`config.mk`:
```
export PLATFORM = sky130hd
export DESIGN_NAME = uart_rx_frombus
export DESIGN_NICKNAME = d
export VERILOG_FILES = /design/src/rtl/uart_rx_frombus.sv
export SDC_FILE = /design/constraint.sdc
export NUM_CORES = 1
export LEC_CHECK = 0
export ABC_AREA = 1
export BUFFER_PORTS_ARGS = -buffer_cell sky130_fd_sc_hd__buf_2
export CORE_MARGIN = 2
export CORE_UTILIZATION = 60
export CTS_BUF_LIST = sky130_fd_sc_hd__clkbuf_4 sky130_fd_sc_hd__clkbuf_8 sky130_fd_sc_hd__clkbuf_16
export DETAILED_ROUTE_END_ITERATION = 10
export PLACE_DENSITY = 0.84
export SETUP_SLACK_MARGIN = 0.1
export SYNTH_ARGS = -nofsm -noshare
export SYNTH_HDL_FRONTEND = slang
export SYNTH_SLANG_ARGS = --single-unit
```
`constraint.sdc`:
```
create_clock -name clk -period 4.7 [get_ports clk]
set_input_delay 0.94 -clock clk [delete_from_list [all_inputs] [get_ports clk]]
set_output_delay 0.94 -clock clk [all_outputs]
set_load 0.05 [all_outputs]
```
`src/rtl/uart_rx_frombus.sv`:
```
// uart_rx_frombus: 8N1 UART receiver with a small byte FIFO, served LSB-first to the on-chip serial bus.
// Optional build macro UART_RX_PARITY_EN adds an even-parity bit, a PARITY state and a sticky parity_err output.
//
// state  | meaning
// IDLE   | armed for a start bit (after a framing error, waits for a high line first)
// START  | counting to mid start bit, rejects glitches
// DATA   | sampling N data bits, LSB first
// STOP   | sampling the stop bit
// ACK    | first cycle pushes the byte, then ack held for CLKS_PER_BIT cycles
// PARITY | sampling the even-parity bit (parity build only)
module uart_rx_frombus #(
    parameter int CLKS_PER_BIT = 20,
    parameter int N            = 8,
    parameter int DEPTH        = 4
) (
    input  logic                     clk,
    input  logic                     reset,
    input  logic                     ext_data_in,
    input  logic                     rd_req,
    output logic                     ack,
    output logic                     ready,
    output logic                     validOut,
    output logic                     DataOut,
    output logic                     rx_busy,
    output logic [2:0]               state_rx,
    output logic                     frame_err,
    output logic                     overrun,
`ifdef UART_RX_PARITY_EN
    output logic                     parity_err,
`endif
    output logic [$clog2(DEPTH):0]   fifo_count
);

    localparam int AW = $clog2(DEPTH);
    localparam int FW = AW + 1;
    localparam int CW = $clog2(CLKS_PER_BIT + 1);
    localparam int BW = (N > 1) ? $clog2(N) : 1;

    localparam logic [CW-1:0] CNT_HALF = CW'(CLKS_PER_BIT / 2 - 1);
    localparam logic [CW-1:0] CNT_BIT  = CW'(CLKS_PER_BIT - 1);
    localparam logic [CW-1:0] CNT_ACK  = CW'(CLKS_PER_BIT);
    localparam logic [BW-1:0] LAST_BIT = BW'(N - 1);
    localparam logic [FW-1:0] FULL_CNT = FW'(DEPTH);

    localparam logic [2:0] S_IDLE   = 3'd0;
    localparam logic [2:0] S_START  = 3'd1;
    localparam logic [2:0] S_DATA   = 3'd2;
    localparam logic [2:0] S_STOP   = 3'd3;
    localparam logic [2:0] S_ACK    = 3'd4;
    localparam logic [2:0] S_PARITY = 3'd5;

    logic [1:0]    sync_q, sync_d;
    logic          rxs;
    logic [2:0]    state_q, state_d;
    logic [CW-1:0] cnt_q, cnt_d;
    logic [BW-1:0] bit_q, bit_d;
    logic [N-1:0]  shreg_q, shreg_d;
    logic          push_q, push_d;
    logic          armed_q, armed_d;
    logic          frame_err_q, frame_err_d;
    logic          overrun_q, overrun_d;
`ifdef UART_RX_PARITY_EN
    logic          parity_err_q, parity_err_d;
    logic          par_wait_q, par_wait_d;
`endif

    logic [N-1:0]  mem_q [DEPTH];
    logic [AW-1:0] wr_ptr_q, wr_ptr_d;
    logic [AW-1:0] rd_ptr_q, rd_ptr_d;
    logic [FW-1:0] count_q, count_d;
    logic          full;
    logic          pop;
    logic          fifo_push;

    logic          sh_busy_q, sh_busy_d;
    logic [N-1:0]  sh_data_q, sh_data_d;
    logic [BW-1:0] sh_cnt_q, sh_cnt_d;

    assign sync_d    = {sync_q[0], ext_data_in};
    assign rxs       = sync_q[1];
    assign full      = (count_q == FULL_CNT);
    assign ready     = (count_q != '0) && !sh_busy_q;
    assign pop       = rd_req && ready;
    // A push into a full FIFO still lands when the bus pops in the same cycle.
    assign fifo_push = push_q && (!full || pop);

    always_comb begin
        state_d     = state_q;
        cnt_d       = cnt_q;
        bit_d       = bit_q;
        shreg_d     = shreg_q;
        push_d      = 1'b0;
        armed_d     = armed_q;
        frame_err_d = frame_err_q;
        overrun_d   = overrun_q;
`ifdef UART_RX_PARITY_EN
        parity_err_d = parity_err_q;
        par_wait_d   = par_wait_q;
`endif
        case (state_q)
            S_IDLE: begin
                if (!armed_q) begin
                    armed_d = rxs;
                end else if (!rxs) begin
                    state_d = S_START;
                    cnt_d   = CNT_HALF;
                    bit_d   = '0;
                end
            end
            S_START: begin
                if (cnt_q == '0) begin
                    if (rxs) begin
                        state_d = S_IDLE;
                    end else begin
                        state_d = S_DATA;
                        cnt_d   = CNT_BIT;
                    end
                end else begin
                    cnt_d = cnt_q - CW'(1);
                end
            end
            S_DATA: begin
                if (cnt_q == '0) begin
                    shreg_d = {rxs, shreg_q[N-1:1]};
                    cnt_d   = CNT_BIT;
                    if (bit_q == LAST_BIT) begin
`ifdef UART_RX_PARITY_EN
                        state_d = S_PARITY;
`else
                        state_d = S_STOP;
`endif
                    end else begin
                        bit_d = bit_q + BW'(1);
                    end
                end else begin
                    cnt_d = cnt_q - CW'(1);
                end
            end
`ifdef UART_RX_PARITY_EN
            S_PARITY: begin
                if (par_wait_q) begin
                    if (rxs) begin
                        state_d    = S_IDLE;
                        par_wait_d = 1'b0;
                    end
                end else if (cnt_q == '0) begin
                    if (rxs == ^shreg_q) begin
                        state_d = S_STOP;
                        cnt_d   = CNT_BIT;
                    end else begin
                        parity_err_d = 1'b1;
                        par_wait_d   = 1'b1;
                    end
                end else begin
                    cnt_d = cnt_q - CW'(1);
                end
            end
`endif
            S_STOP: begin
                if (cnt_q == '0) begin
                    if (rxs) begin
                        state_d = S_ACK;
                        cnt_d   = CNT_ACK;
                        push_d  = 1'b1;
                    end else begin
                        state_d     = S_IDLE;
                        frame_err_d = 1'b1;
                        armed_d     = 1'b0;
                    end
                end else begin
                    cnt_d = cnt_q - CW'(1);
                end
            end
            S_ACK: begin
                if (push_q && !fifo_push) begin
                    state_d   = S_IDLE;
                    overrun_d = 1'b1;
                end else if (cnt_q == '0) begin
                    state_d = S_IDLE;
                end else begin
                    cnt_d = cnt_q - CW'(1);
                end
            end
            default: begin
                state_d = S_IDLE;
            end
        endcase
    end

    always_comb begin
        wr_ptr_d = wr_ptr_q;
        rd_ptr_d = rd_ptr_q;
        count_d  = count_q;
        if (fifo_push) begin
            wr_ptr_d = wr_ptr_q + AW'(1);
        end
        if (pop) begin
            rd_ptr_d = rd_ptr_q + AW'(1);
        end
        if (fifo_push && !pop) begin
            count_d = count_q + FW'(1);
        end else if (!fifo_push && pop) begin
            count_d = count_q - FW'(1);
        end
    end

    always_comb begin
        sh_busy_d = sh_busy_q;
        sh_data_d = sh_data_q;
        sh_cnt_d  = sh_cnt_q;
        if (pop) begin
            sh_busy_d = 1'b1;
            sh_data_d = mem_q[rd_ptr_q];
            sh_cnt_d  = LAST_BIT;
        end else if (sh_busy_q) begin
            sh_data_d = sh_data_q >> 1;
            if (sh_cnt_q == '0) begin
                sh_busy_d = 1'b0;
            end else begin
                sh_cnt_d = sh_cnt_q - BW'(1);
            end
        end
    end

    always_ff @(posedge clk or posedge reset) begin
        if (reset) begin
            sync_q      <= 2'b11;
            state_q     <= S_IDLE;
            cnt_q       <= '0;
            bit_q       <= '0;
            shreg_q     <= '0;
            push_q      <= 1'b0;
            armed_q     <= 1'b1;
            frame_err_q <= 1'b0;
            overrun_q   <= 1'b0;
`ifdef UART_RX_PARITY_EN
            parity_err_q <= 1'b0;
            par_wait_q   <= 1'b0;
`endif
            wr_ptr_q    <= '0;
            rd_ptr_q    <= '0;
            count_q     <= '0;
            sh_busy_q   <= 1'b0;
            sh_data_q   <= '0;
            sh_cnt_q    <= '0;
            for (int i = 0; i < DEPTH; i++) begin
                mem_q[i] <= '0;
            end
        end else begin
            sync_q      <= sync_d;
            state_q     <= state_d;
            cnt_q       <= cnt_d;
            bit_q       <= bit_d;
            shreg_q     <= shreg_d;
            push_q      <= push_d;
            armed_q     <= armed_d;
            frame_err_q <= frame_err_d;
            overrun_q   <= overrun_d;
`ifdef UART_RX_PARITY_EN
            parity_err_q <= parity_err_d;
            par_wait_q   <= par_wait_d;
`endif
            wr_ptr_q    <= wr_ptr_d;
            rd_ptr_q    <= rd_ptr_d;
            count_q     <= count_d;
            sh_busy_q   <= sh_busy_d;
            sh_data_q   <= sh_data_d;
            sh_cnt_q    <= sh_cnt_d;
            if (fifo_push) begin
                mem_q[wr_ptr_q] <= shreg_q;
            end
        end
    end

    // The push cycle is the first ACK cycle; ack covers the CLKS_PER_BIT cycles after it.
    assign ack        = (state_q == S_ACK) && (cnt_q != CNT_ACK);
    assign validOut   = sh_busy_q;
    assign DataOut    = sh_busy_q & sh_data_q[0];
    assign rx_busy    = (state_q != S_IDLE);
    assign state_rx   = state_q;
    assign frame_err  = frame_err_q;
    assign overrun    = overrun_q;
    assign fifo_count = count_q;
`ifdef UART_RX_PARITY_EN
    assign parity_err = parity_err_q;
`endif

endmodule

```
**Word level (Yosys, flattened, before mapping)**

Cells that the tools add are included.

- Flip-flop bits (word level): 76
- Logic and storage cells: 134
- Output and inout bits: 13

- Equality and inequality tests: 21
- Add/subtract/negate cells: 7
- Multiplexer cells: 49
- Reduce and logical (&&, ||, !) cells: 31
- Bitwise gates (word level): 4
- Order comparisons: 3

Operators by type and width:

| kind | count |
|---|---|
| $mux 3 | 18 |
| $mux 5 | 9 |
| $mux 8 | 5 |
| $bwmux 32 | 1 |
| $pmux 5 s5 | 1 |
| $ne 2x2->1 const B | 11 |
| $bmux 8 s2 | 1 |
| $demux 8 s2 | 1 |
| $pmux 3 s5 | 1 |
| $reduce_and 7->1 | 2 |
| $eq 3x3->1 const B | 3 |
| $mux 1 | 9 |
| $ne 3x3->1 const B | 3 |
| $logic_and 1x1->1 | 8 |
| $reduce_bool 2->1 | 4 |
| $add 3x1->3 const B | 2 |
| $eq 3x2->1 const B | 2 |
| $ge 3x3->1 const B | 2 |
| $logic_not 3->1 | 2 |
| $not 2->3 | 2 |
| $pmux 3 s2 | 1 |
| $reduce_and 2->1 | 3 |
| $reduce_and 3->1 | 2 |
| $reduce_bool 3->1 | 2 |
| other kinds (15) | 20 |

**Longest topological paths before layout**

Gate-level depths: netlist of run 1.

- Depth after elaboration: 9
- Depth in mapped cells: 13
- Gate-level depth less buffers: 13

**Least setup slack after synthesis of run 1**

No wires, ideal clock.

- Path kind: reg-to-output
- Start point: register state_q[1], in the netlist state_rx[1]
- End point: output port ack
- Data arrival time: 1.865 ns
- Data required time: 3.760 ns
- Path slack: 1.895 ns
- Path buffers: 0
- Cell stages (with the launch flop): 4
- Cell sequence: dfrtp_1 -> nor2_1 -> nand2_1 -> a41oi_1

- Word-level cells in the longest chain between the ends: 2

Ends and longest elaborated chain:

| what | line | source |
|---|---|---|
| from (decl) | 54 | `logic [2:0] state_q, state_d;` |
| from (signal assigned) | 251 | `state_q <= state_d;` |
| $eq 3x3->1 | 276 | `assign ack = (state_q == S_ACK) && (cnt_q != CNT_ACK);` |
| $logic_and 1x1->1 | 276 |  |
| to (decl) | 20 | `output logic ack,` |

Every way passes these cells.

**Worst setup path in the final report of run 1**

Same ends and word-level chain as after synthesis.

==> run summary, run 1 <==
number of hold violations in the final report = 0
share of the yosys chip area belonging to registers = 51.02%
number of distinct library cells after synthesis = 37
GP Congestion = 0.8865
Worst-path clk slew = 70 ps
clock tree from TritonCTS = yes
top area cells in the synthesized netlist = dfrtp_1 (49%), nand2_1 (10%), o21ai_0 (5.0%)
portion of total power attributed to the clock network = 21.5%
global-route congestion overflow total = 0
Data required, critical path = 3760 ps
starting utilization of the core area = 62.71%
final net count = 457
final-report max-slew violation count = 0
global-route wire length before repair = 12,940 um
final design area excluding fillers = 4060 um2
sw frac = 43.05%
Port Buffers = 16
height of the die = 82.90 um
maximum number of pins on one net before global-route repair = 41
Min-Delay Path Depth = 0
length of the first detailed-routing pass in iterations = 6
count of hold-fix buffers inserted at cts = 0
Synth Flop Type = dfrtp_1
synthesized area = 3735 um2
total power per unit cell area = 595.5 nW/um2
sequential power share = 37.4%
run status = completed
Worst Setup Start Kind = flop
net count of the mapped netlist = 437
maximum buffer depth of the clock tree = 2
num rows = 28
dominant cell type by area after synthesis = dfrtp_1
final HPWL from detailed placement = 5145 um
core occupancy in the finished layout = 68.17%
number of nets still failing antenna checks after routing = 0
pin slew with the least headroom to its limit = 760.7 ps
clock latency on the worst-skew pair = 340 ps
number of synthesized flops with an enable pin = 0
area inside the core boundary = 5956 um2
vias in the first global route = 2,846
Worst EP arrival = 1710 ps
number of register bits inferred by synthesis = 76
CTS sink cnt = 76
routed via count divided by cell count = 5.565
area added between synthesis and finish = 8.710%
proportion of netlist area held by the largest area contributor = 48.91%
Tcrit/Tclk final = 56.34%
crit path time final = 2648 ps
total via count after detailed routing = 2,894
unrepaired setup endpoints after global routing = false
Warnings, synthesis = 0
Static Leak = 2.022 nW
worst min-delay path class = flop to flop
total wirelength of the detailed-routed design = 7420 um
Worst Clk Skew = 8.274 ps
final-layout setup total negative slack = 0 ps
I/O pin count = 17
Worst slew margin = 49.21%
synthesized instance count = 421
total of max-cap violations = 0
H-tree depth = 3
floorplan die area = 6872 um2
Max Clk Rate = 0.3777 GHz
logic depth of the worst register-to-register path = 9
capturing element type of the critical path = output pin
synthesized area per cell = 8.871 um2
DRC violation count after routing = 0
final count of negative-setup-slack endpoints = 0
antenna violations before repair = 0
combinational share of power = 41.1%
area taken by multi-input logic gates = 1570 um2
overall global routing resource usage = 23.31%
Inserted Clock Buffers = 9
register area = 1906 um2
Resize count post-CTS = 0
number of violations reported at the end of detailed-routing iteration 0 = 229
horizontal die dimension = 82.90 um
post-CTS setup buffers = 0
Max VDD drop = 0.5024 mV
count of fill cells added during filler insertion = 468
average wire per standard cell = 14.27 um
Net Sw Power = 0.001041 W
buffer type at the clock tree root = clkbuf_8
number of diodes = 0
ratio of cells with drive above 1 in the final layout = 16.40%
Post-synth ARST share = 100.0%
kind of critical path = flop to output pin
Internal Pwr Total = 0.001377 W
post-detailed-placement cell area = 3850 um2
critical path fanouts, max = 6
-- flip-flops by register name (all words and copies together), names as in the netlist --
name / cells
armed_q: 1
validOut: 1
frame_err: 1
shreg_q: 8
fifo_count: 3
sh_data_q: 8
sync_q: 2
overrun: 1
cnt_q: 5
push_q: 1
wr_ptr_q: 2
bit_q: 3
mem_q: 32
state_rx: 3
sh_cnt_q: 3
rd_ptr_q: 2
-- logic make-up (layout without fill, tap and decap cells) --
group | count (synthesis) | in the layout | synth area share [%]
AO/OA/AOI/OAI | 98 | 98 | 15.61
buffers and inverters | 58 | 82 | 6.935
flip-flops | 76 | 76 | 51.02
AND/OR/NAND/NOR | 169 | 169 | 20.27
multiplexers | 1 | 1 | 0.3015
adder cells (fa/ha/maj) | 12 | 12 | 4.221
XOR/XNOR | 7 | 7 | 1.642
-- cell usage after synthesis (3+ instances only) --
cell type	number
a21oi_1	6
buf_6	4
dfrtp_1	73
dfstp_2	3
ha_1	11
inv_1	47
nand2_1	100
nand2_2	4
nand2_4	7
nand3_1	15
nor2_1	31
nor2_2	6
o21ai_0	37
o21ai_1	25
o21ai_2	10
o221ai_1	6
o22ai_1	8
xor2_1	6
-- power groups by stage --
stage	Clock, W	Combinational [W]	Sequential, W
6_report	0.000520	0.000994	0.000904
3_5_place_dp	0	0.000979	0.000914
4_1_cts	0.000526	0.000988	0.000903
5_1_grt	0.000558	0.00111	0.000925
2_1_floorplan	0	0.000700	0.000971
3_3_place_gp	0	0.000942	0.000907
-- stage by stage --
stage / power [W] / hold WS (ps) / cells / setup slack (ps)
3_3_place_gp: 0.001850 / 347.9 / 505 / 2051
4_1_cts: 0.002417 / 372.2 / 520 / 2050
5_1_grt: 0.002590 / 378.2 / 520 / 1904
2_1_floorplan: 0.001671 / 345.2 / 421 / 1827
6_report: 0.002418 / 369.8 / 520 / 2052
3_5_place_dp: 0.001893 / 356.9 / 505 / 1960
-- placed cells by master (no fill, tap or decap), types with 2 or more instances in the layout --
cell / instances
nand2_1: 100
o21ai_1: 25
a21oi_1: 6
nand2_2: 4
clkbuf_4: 2
dfrtp_1: 73
buf_2: 16
nand3_2: 2
nand2_4: 7
o21ai_2: 10
inv_1: 46
o221ai_1: 6
nor2_1: 31
nand3_1: 15
inv_2: 3
clkbuf_8: 12
dfstp_2: 3
o22ai_1: 8
nor2_2: 6
ha_1: 11
o21ai_0: 37
xor2_1: 6
-- worst max-delay path, stage by stage (launching register included) --
cell and delay (ps):
dfrtp_1 460, nor2_1 200, nand2_1 190, a41oi_1 220
buf_2 300
-- final timing paths --
path	endpoint	startpoint	slack (ps)
min in group asynchronous	state_rx[0]$_DFFE_PP0P_	reset	730
max in group asynchronous	mem_q[28]$_DFFE_PP0P_	reset	2970
worst min register to register	sync_q[1]$_DFF_PP1_	sync_q[0]$_DFF_PP1_	370
worst max-delay path	ack	state_rx[1]$_DFFE_PP0P_	2050
worst max register to register	fifo_count[2]$_DFFE_PP0P_	validOut$_DFF_PP0_	2580
worst min-delay path	sync_q[1]$_DFF_PP1_	sync_q[0]$_DFF_PP1_	370
-- layout make-up --
type                            count  area share (%)
Sequential cell                    76           46.93
Multi-Input combinational cell    287           38.68
Inverter                           50           4.746
Clock buffer                       14           4.438
Tap cell                           75           2.311
Timing Repair Buffer               17           2.157
Clock inverter                      1          0.7396
-- routing by layer --
layer  GRT usage (%)  share of wire (%)  up-vias
met3           5.865                5.7       14
met5               0                  0        -
met1           30.72                 45     1375
met4           9.091                1.8        0
li1                -                  -     1409
met2           37.24                 48       96
Power figures use the tool's default switching activity.
==> run 2: changes to the inputs <==
==> constraint.sdc (replaced) <==
create_clock -name clk -period 2.7 [get_ports clk]
set_input_delay 0.54 -clock clk [delete_from_list [all_inputs] [get_ports clk]]
set_output_delay 0.54 -clock clk [all_outputs]
set_load 0.05 [all_outputs]
==> run summary, run 2 (synthesis results as in run 1) <==
run status = completed
ratio of cells with drive above 1 in the final layout = 16.22% (-0.19 points)
Worst EP arrival = 1720 ps (about the same)
sequential power share = 38.5% (+1.1 points)
count of fill cells added during filler insertion = 455 (-2.8%)
Max VDD drop = 0.7650 mV (+52%)
portion of total power attributed to the clock network = 19.3% (-2.2 points)
Worst Clk Skew = 8.771 ps (+0.4973 ps)
Most flops, register = mem_q
clock tree from TritonCTS = yes
Max Clk Rate = 0.4432 GHz
critical path fanouts, max = 6 (unchanged)
final net count = 457 (unchanged)
unrepaired setup endpoints after global routing = false
buffer type at the clock tree root = clkbuf_8
kind of critical path = flop to output pin
height of the die = 82.90 um (unchanged)
largest registers = mem_q: 32 flops, sh_data_q: 8 flops, shreg_q: 8 flops
crit path time final = 2256 ps
starting utilization of the core area = 62.71% (unchanged)
Resize count post-CTS = 0 (unchanged)
number of diodes = 0 (unchanged)
Worst-path clk slew = 70 ps (about the same)
pin slew with the least headroom to its limit = 615.6 ps (-145.1 ps)
maximum number of pins on one net before global-route repair = 49 (+20%)
total of max-cap violations = 0 (unchanged)
global-route wire length before repair = 13,250 um (+2.4%)
final count of negative-setup-slack endpoints = 0 (unchanged)
sw frac = 44.56% (+1.5 points)
final-report max-slew violation count = 0 (unchanged)
final HPWL from detailed placement = 5149 um (about the same)
Tcrit/Tclk final = 83.57%
vias in the first global route = 2,826 (-0.70%)
logic depth of the worst register-to-register path = 9 (unchanged)
DRC violation count after routing = 0 (unchanged)
final-layout setup total negative slack = 0 ps (unchanged)
number of violations reported at the end of detailed-routing iteration 0 = 295 (+29%)
total wirelength of the detailed-routed design = 7621 um (+2.7%)
post-CTS setup buffers = 0 (unchanged)
global-route congestion overflow total = 0 (unchanged)
average wire per standard cell = 14.68 um (+2.9%)
worst min-delay path class = input pin to asynchronous set/reset pin
antenna violations before repair = 0 (unchanged)
R2R Path End = fifo_count[2]$_DFFE_PP0P_
horizontal die dimension = 82.90 um (unchanged)
I/O pin count = 17 (unchanged)
number of nets still failing antenna checks after routing = 0 (unchanged)
routed via count divided by cell count = 5.651 (+1.5%)
end point of the critical path = ack
Static Leak = 2.013 nW (-0.47%)
FF-to-FF Start = validOut$_DFF_PP0_
maximum buffer depth of the clock tree = 2 (unchanged)
count of hold-fix buffers inserted at cts = 0 (unchanged)
Net Sw Power = 0.001833 W (+76%)
H-tree depth = 3 (unchanged)
CTS sink cnt = 76 (unchanged)
overall global routing resource usage = 23.97% (+0.66 points)
Worst slew margin = 58.90% (+9.7 points)
capturing element type of the critical path = output pin
length of the first detailed-routing pass in iterations = 5 (-1)
placement-stage worst setup slack = 392.9 ps (-1567 ps)
crit path launch = state_rx[1]$_DFFE_PP0P_
area inside the core boundary = 5956 um2 (unchanged)
Inserted Clock Buffers = 9 (unchanged)
smallest setup slack after layout = 443.5 ps (-1609 ps)
R2R Setup Slk = 560 ps (-2020 ps)
Port Buffers = 16 (unchanged)
GP Congestion = 0.9136 (+3.1%)
most frequent cells in the layout = nand2_1 (100), dfrtp_1 (73), inv_1 (46)
Data required, critical path = 2160 ps (-1600 ps)
most common library cell in the layout ignoring fill and taps = nand2_1
number of flip-flops in the largest register = 32 (unchanged)
number of hold violations in the final report = 0 (unchanged)
combinational share of power = 42.2% (+1.1 points)
total power per unit cell area = 1017 nW/um2 (+71%)
num rows = 28 (unchanged)
area added between synthesis and finish = 8.308%
Worst Setup Start Kind = flop
Internal Pwr Total = 0.002281 W (+66%)
floorplan die area = 6872 um2 (unchanged)
total via count after detailed routing = 2,933 (+1.3%)
clock latency on the worst-skew pair = 360 ps (+20 ps)
## run 2: how the worst min path moves through the flow
stage	end	slack (ps)	depth (start not counted)
floorplan	sync_q[1]$_DFF_PP1_	350	0
global placement	sync_q[1]$_DFF_PP1_	350	0
detailed placement	sync_q[1]$_DFF_PP1_	350	0
CTS	cnt_q[4]$_DFFE_PP0P_	270	2
global route	sync_q[0]$_DFF_PP1_	270	1
finish	cnt_q[4]$_DFFE_PP0P_	260	2
## run 2: area by class of cell
type / count / area, um2 / area share (%)
Sequential cell: 76 / 1906 / 47.11
Multi-Input combinational cell: 287 / 1578 / 39.00
Inverter: 50 / 192.7 / 4.763
Clock buffer: 12 / 165.2 / 4.083
Timing Repair Buffer: 17 / 100.1 / 2.474
Tap cell: 75 / 93.84 / 2.320
Clock inverter: 2 / 10.01 / 0.2474
## run 2: stage by stage
step / instance area [um2] / utilization (%) / power (W) / std cells / hold WS (ps)
6_report: 4045 / 67.92 / 0.004114 / 519 / 257.1
5_1_grt: 4045 / 67.92 / 0.004398 / 519 / 269.0
4_1_cts: 4045 / 67.92 / 0.004109 / 519 / 268.2
3_5_place_dp: 3870 / 64.98 / 0.003313 / 505 / 351.6
3_3_place_gp: 3870 / 64.98 / 0.003235 / 505 / 351.9
2_1_floorplan: 3742 / - / 0.002920 / 421 / 345.2
## run 2: worst max-delay path: stages (launching register included)
cell	delay, ps
dfrtp_1	460
nor2_1	210
nand2_1	190
a41oi_1	210
buf_2	290
## run 2: per-layer routing
metal,track usage (%),vias up,wire (um)
li1,-,1410,-
met1,33.65,1399,3572
met2,37.46,108,3517
met3,5.070,16,394
met4,8.048,0,136
met5,0,-,0
## run 2: power by group through the flow
stage	combinational, W	sequential [W]	clock [W]
2_1_floorplan	0.00123	0.00169	0
3_3_place_gp	0.00165	0.00158	0
3_5_place_dp	0.00172	0.00159	0
4_1_cts	0.00173	0.00158	0.000802
5_1_grt	0.00193	0.00162	0.000847
6_report	0.00174	0.00158	0.000793
==> run 3: changes to the inputs <==
--- a/config.mk
+++ b/config.mk
@@ -8,10 +8,10 @@
 export ABC_AREA = 1
 export BUFFER_PORTS_ARGS = -buffer_cell sky130_fd_sc_hd__buf_2
 export CORE_MARGIN = 2
-export CORE_UTILIZATION = 60
+export CORE_UTILIZATION = 55
 export CTS_BUF_LIST = sky130_fd_sc_hd__clkbuf_4 sky130_fd_sc_hd__clkbuf_8 sky130_fd_sc_hd__clkbuf_16
 export DETAILED_ROUTE_END_ITERATION = 10
-export PLACE_DENSITY = 0.84
+export PLACE_DENSITY = 0.81
 export SETUP_SLACK_MARGIN = 0.1
 export SYNTH_ARGS = -nofsm -noshare
 export SYNTH_HDL_FRONTEND = slang
==> constraint.sdc (replaced) <==
create_clock -name clk -period 2.06 [get_ports clk]
set_input_delay 0.412 -clock clk [delete_from_list [all_inputs] [get_ports clk]]
set_output_delay 0.412 -clock clk [all_outputs]
set_load 0.05 [all_outputs]
==> run summary, run 3 (synthesis results as in run 1) <==
starting utilization of the core area = 55.90% (-6.8 points)
area taken by multi-input logic gates = 1639 um2 (+3.9%)
maximum buffer depth of the clock tree = 2 (unchanged)
number of hold violations in the final report = 0 (unchanged)
total wirelength of the detailed-routed design = 7685 um (+0.84%)
maximum number of pins on one net before global-route repair = 32 (-35%)
horizontal die dimension = 86.41 um (+4.2%)
FF-to-FF Start = fifo_count[0]$_DFFE_PP0P_
crit-path max cell delay = 430 ps (-30 ps)
critical path fanouts, max = 3 (-3)
count of fill cells added during filler insertion = 517 (+14%)
CP cell instances = nor2_4 > o211ai_2 > nand2_2 > inv_6 > ha_4 > inv_2 > fa_2 > mux2_2
floorplan die area = 7466 um2 (+8.6%)
total of max-cap violations = 0 (unchanged)
logic depth of the worst register-to-register path = 8 (-1)
overall global routing resource usage = 22.84% (-1.1 points)
number of violations reported at the end of detailed-routing iteration 0 = 164 (-44%)
final count of negative-setup-slack endpoints = 0 (unchanged)
register area = 1912 um2 (+0.33%)
Inserted Clock Buffers = 9 (unchanged)
num rows = 30 (+7.1%)
crit path launch = fifo_count[0]$_DFFE_PP0P_
library cell contributing the largest single delay on the critical path = dfrtp_2
global-route congestion overflow total = 0 (unchanged)
Data required, critical path = 2300 ps (+140 ps)
number of diodes = 0 (unchanged)
Worst-path clk slew = 80 ps (about the same)
R2R Path End = fifo_count[1]$_DFFE_PP0P_
Most flops, register = mem_q
count of hold-fix buffers inserted at cts = 0 (unchanged)
placement-stage worst setup slack = 93.64 ps (-299.3 ps)
buffer type at the clock tree root = clkbuf_8
final-report max-slew violation count = 0 (unchanged)
end point of the critical path = fifo_count[1]$_DFFE_PP0P_
kind of critical path = flop to flop
Buffers & Inverters on Critical Path = 2 (+1)
area inside the core boundary = 6681 um2 (+12%)
height of the die = 86.41 um (+4.2%)
H-tree depth = 3 (unchanged)
Port Buffers = 16 (unchanged)
final net count = 470 (+2.8%)
clock tree from TritonCTS = yes
unrepaired setup endpoints after global routing = true
Tcrit/Tclk final = 91.53%
I/O pin count = 17 (unchanged)
worst min-delay path class = input pin to asynchronous set/reset pin
global-route wire length before repair = 13,350 um (+0.78%)
run status = completed
smallest setup slack after layout = 174.4 ps (-269.1 ps)
Worst slew margin = 69.89% (+11 points)
antenna violations before repair = 0 (unchanged)
vias in the first global route = 2,876 (+1.8%)
average wire per standard cell = 14.26 um (-2.9%)
CTS sink cnt = 76 (unchanged)
length of the first detailed-routing pass in iterations = 4 (-1)
Worst EP arrival = 2130 ps (+410 ps)
Worst Hold Margin = 66.31 ps (-190.8 ps)
crit path time final = 1886 ps
routed via count divided by cell count = 5.505 (-2.6%)
Worst Clk Skew = 6.999 ps (-1.772 ps)
number of flip-flops in the largest register = 32 (unchanged)
capturing element type of the critical path = flop
DRC violation count after routing = 0 (unchanged)
Static Leak = 2.135 nW (+6.0%)
pin slew with the least headroom to its limit = 450.7 ps (-164.9 ps)
ratio of cells with drive above 1 in the final layout = 22.22% (+6.0 points)
cell type group with the largest total delay on the critical path = adder cells
most common library cell in the layout ignoring fill and taps = nand2_1
most frequent cells in the layout = nand2_1 (99), dfrtp_1 (68), inv_1 (44)
overall power after layout = 0.006195 W (+51%)
Max Clk Rate = 0.5303 GHz
final HPWL from detailed placement = 5084 um (-1.2%)
cell count along the critical path = 8 (+4)
R2R Setup Slk = 170 ps (-390 ps)
total power per unit cell area = 1417 nW/um2 (+39%)
largest registers = mem_q: 32 flops, sh_data_q: 8 flops, shreg_q: 8 flops
Max VDD drop = 0.5034 mV (-34%)
GP Congestion = 0.8433 (-7.7%)
number of nets still failing antenna checks after routing = 0 (unchanged)
area added between synthesis and finish = 17.09%
total via count after detailed routing = 2,967 (+1.2%)
Worst Setup Start Kind = flop
clock latency on the worst-skew pair = 350 ps (about the same)
## run 3: cell type report
type,count,area share [%]
clock buffers,10,3.147
clock inverters,6,3.634
inverters,50,4.492
multi-input cells,287,37.48
flip-flops and latches,76,43.72
well taps,80,2.289
repair buffers,30,5.236
## run 3: worst min path at each step
| stage | cells after the start | slack [ps] | end |
|---|---|---|---|
| floorplan | 0 | 350 | sync_q[1]$_DFF_PP1_ |
| global placement | 0 | 350 | sync_q[1]$_DFF_PP1_ |
| detailed placement | 0 | 350 | sync_q[1]$_DFF_PP1_ |
| CTS | 2 | 60 | bit_q[0]$_DFFE_PP0P_ |
| global route | 2 | 80 | bit_q[0]$_DFFE_PP0P_ |
| finish | 2 | 70 | shreg_q[5]$_DFFE_PP0P_ |
## run 3: metal layers
layer / share of wire (%) / track usage (%)
met1: 47 / 31.50
met2: 47 / 36.22
met3: 3.6 / 3.905
met4: 1.7 / 9.091
met5: 0 / 0
## run 3: what timing repair did
action	CTS	global route
setup endpoints to repair	1	21
resized for setup	4	5
pin swaps	0	4
buffers inserted	0	7
## run 3: stage by stage
| step | area (um2) | instances | TNS, ps | util [%] |
|---|---|---|---|---|
| finish | 4373 | 539 | 0 | 65.45 |
| global route | 4373 | 539 | 0 | 65.45 |
| CTS | 4292 | 532 | 0 | 64.23 |
| detailed placement | 3986 | 516 | 0 | 59.66 |
| global placement | 3986 | 516 | 0 | 59.66 |
| floorplan | 3795 | 421 | -145.7 | - |
## run 3: power by group
part	internal, W	leakage [nW]	total [W]	switching (W)
Clock	0.00108	0.147	0.00165	0.000563
Combinational	0.000835	0.990	0.00252	0.00168
Sequential	0.00179	0.998	0.00203	0.000242
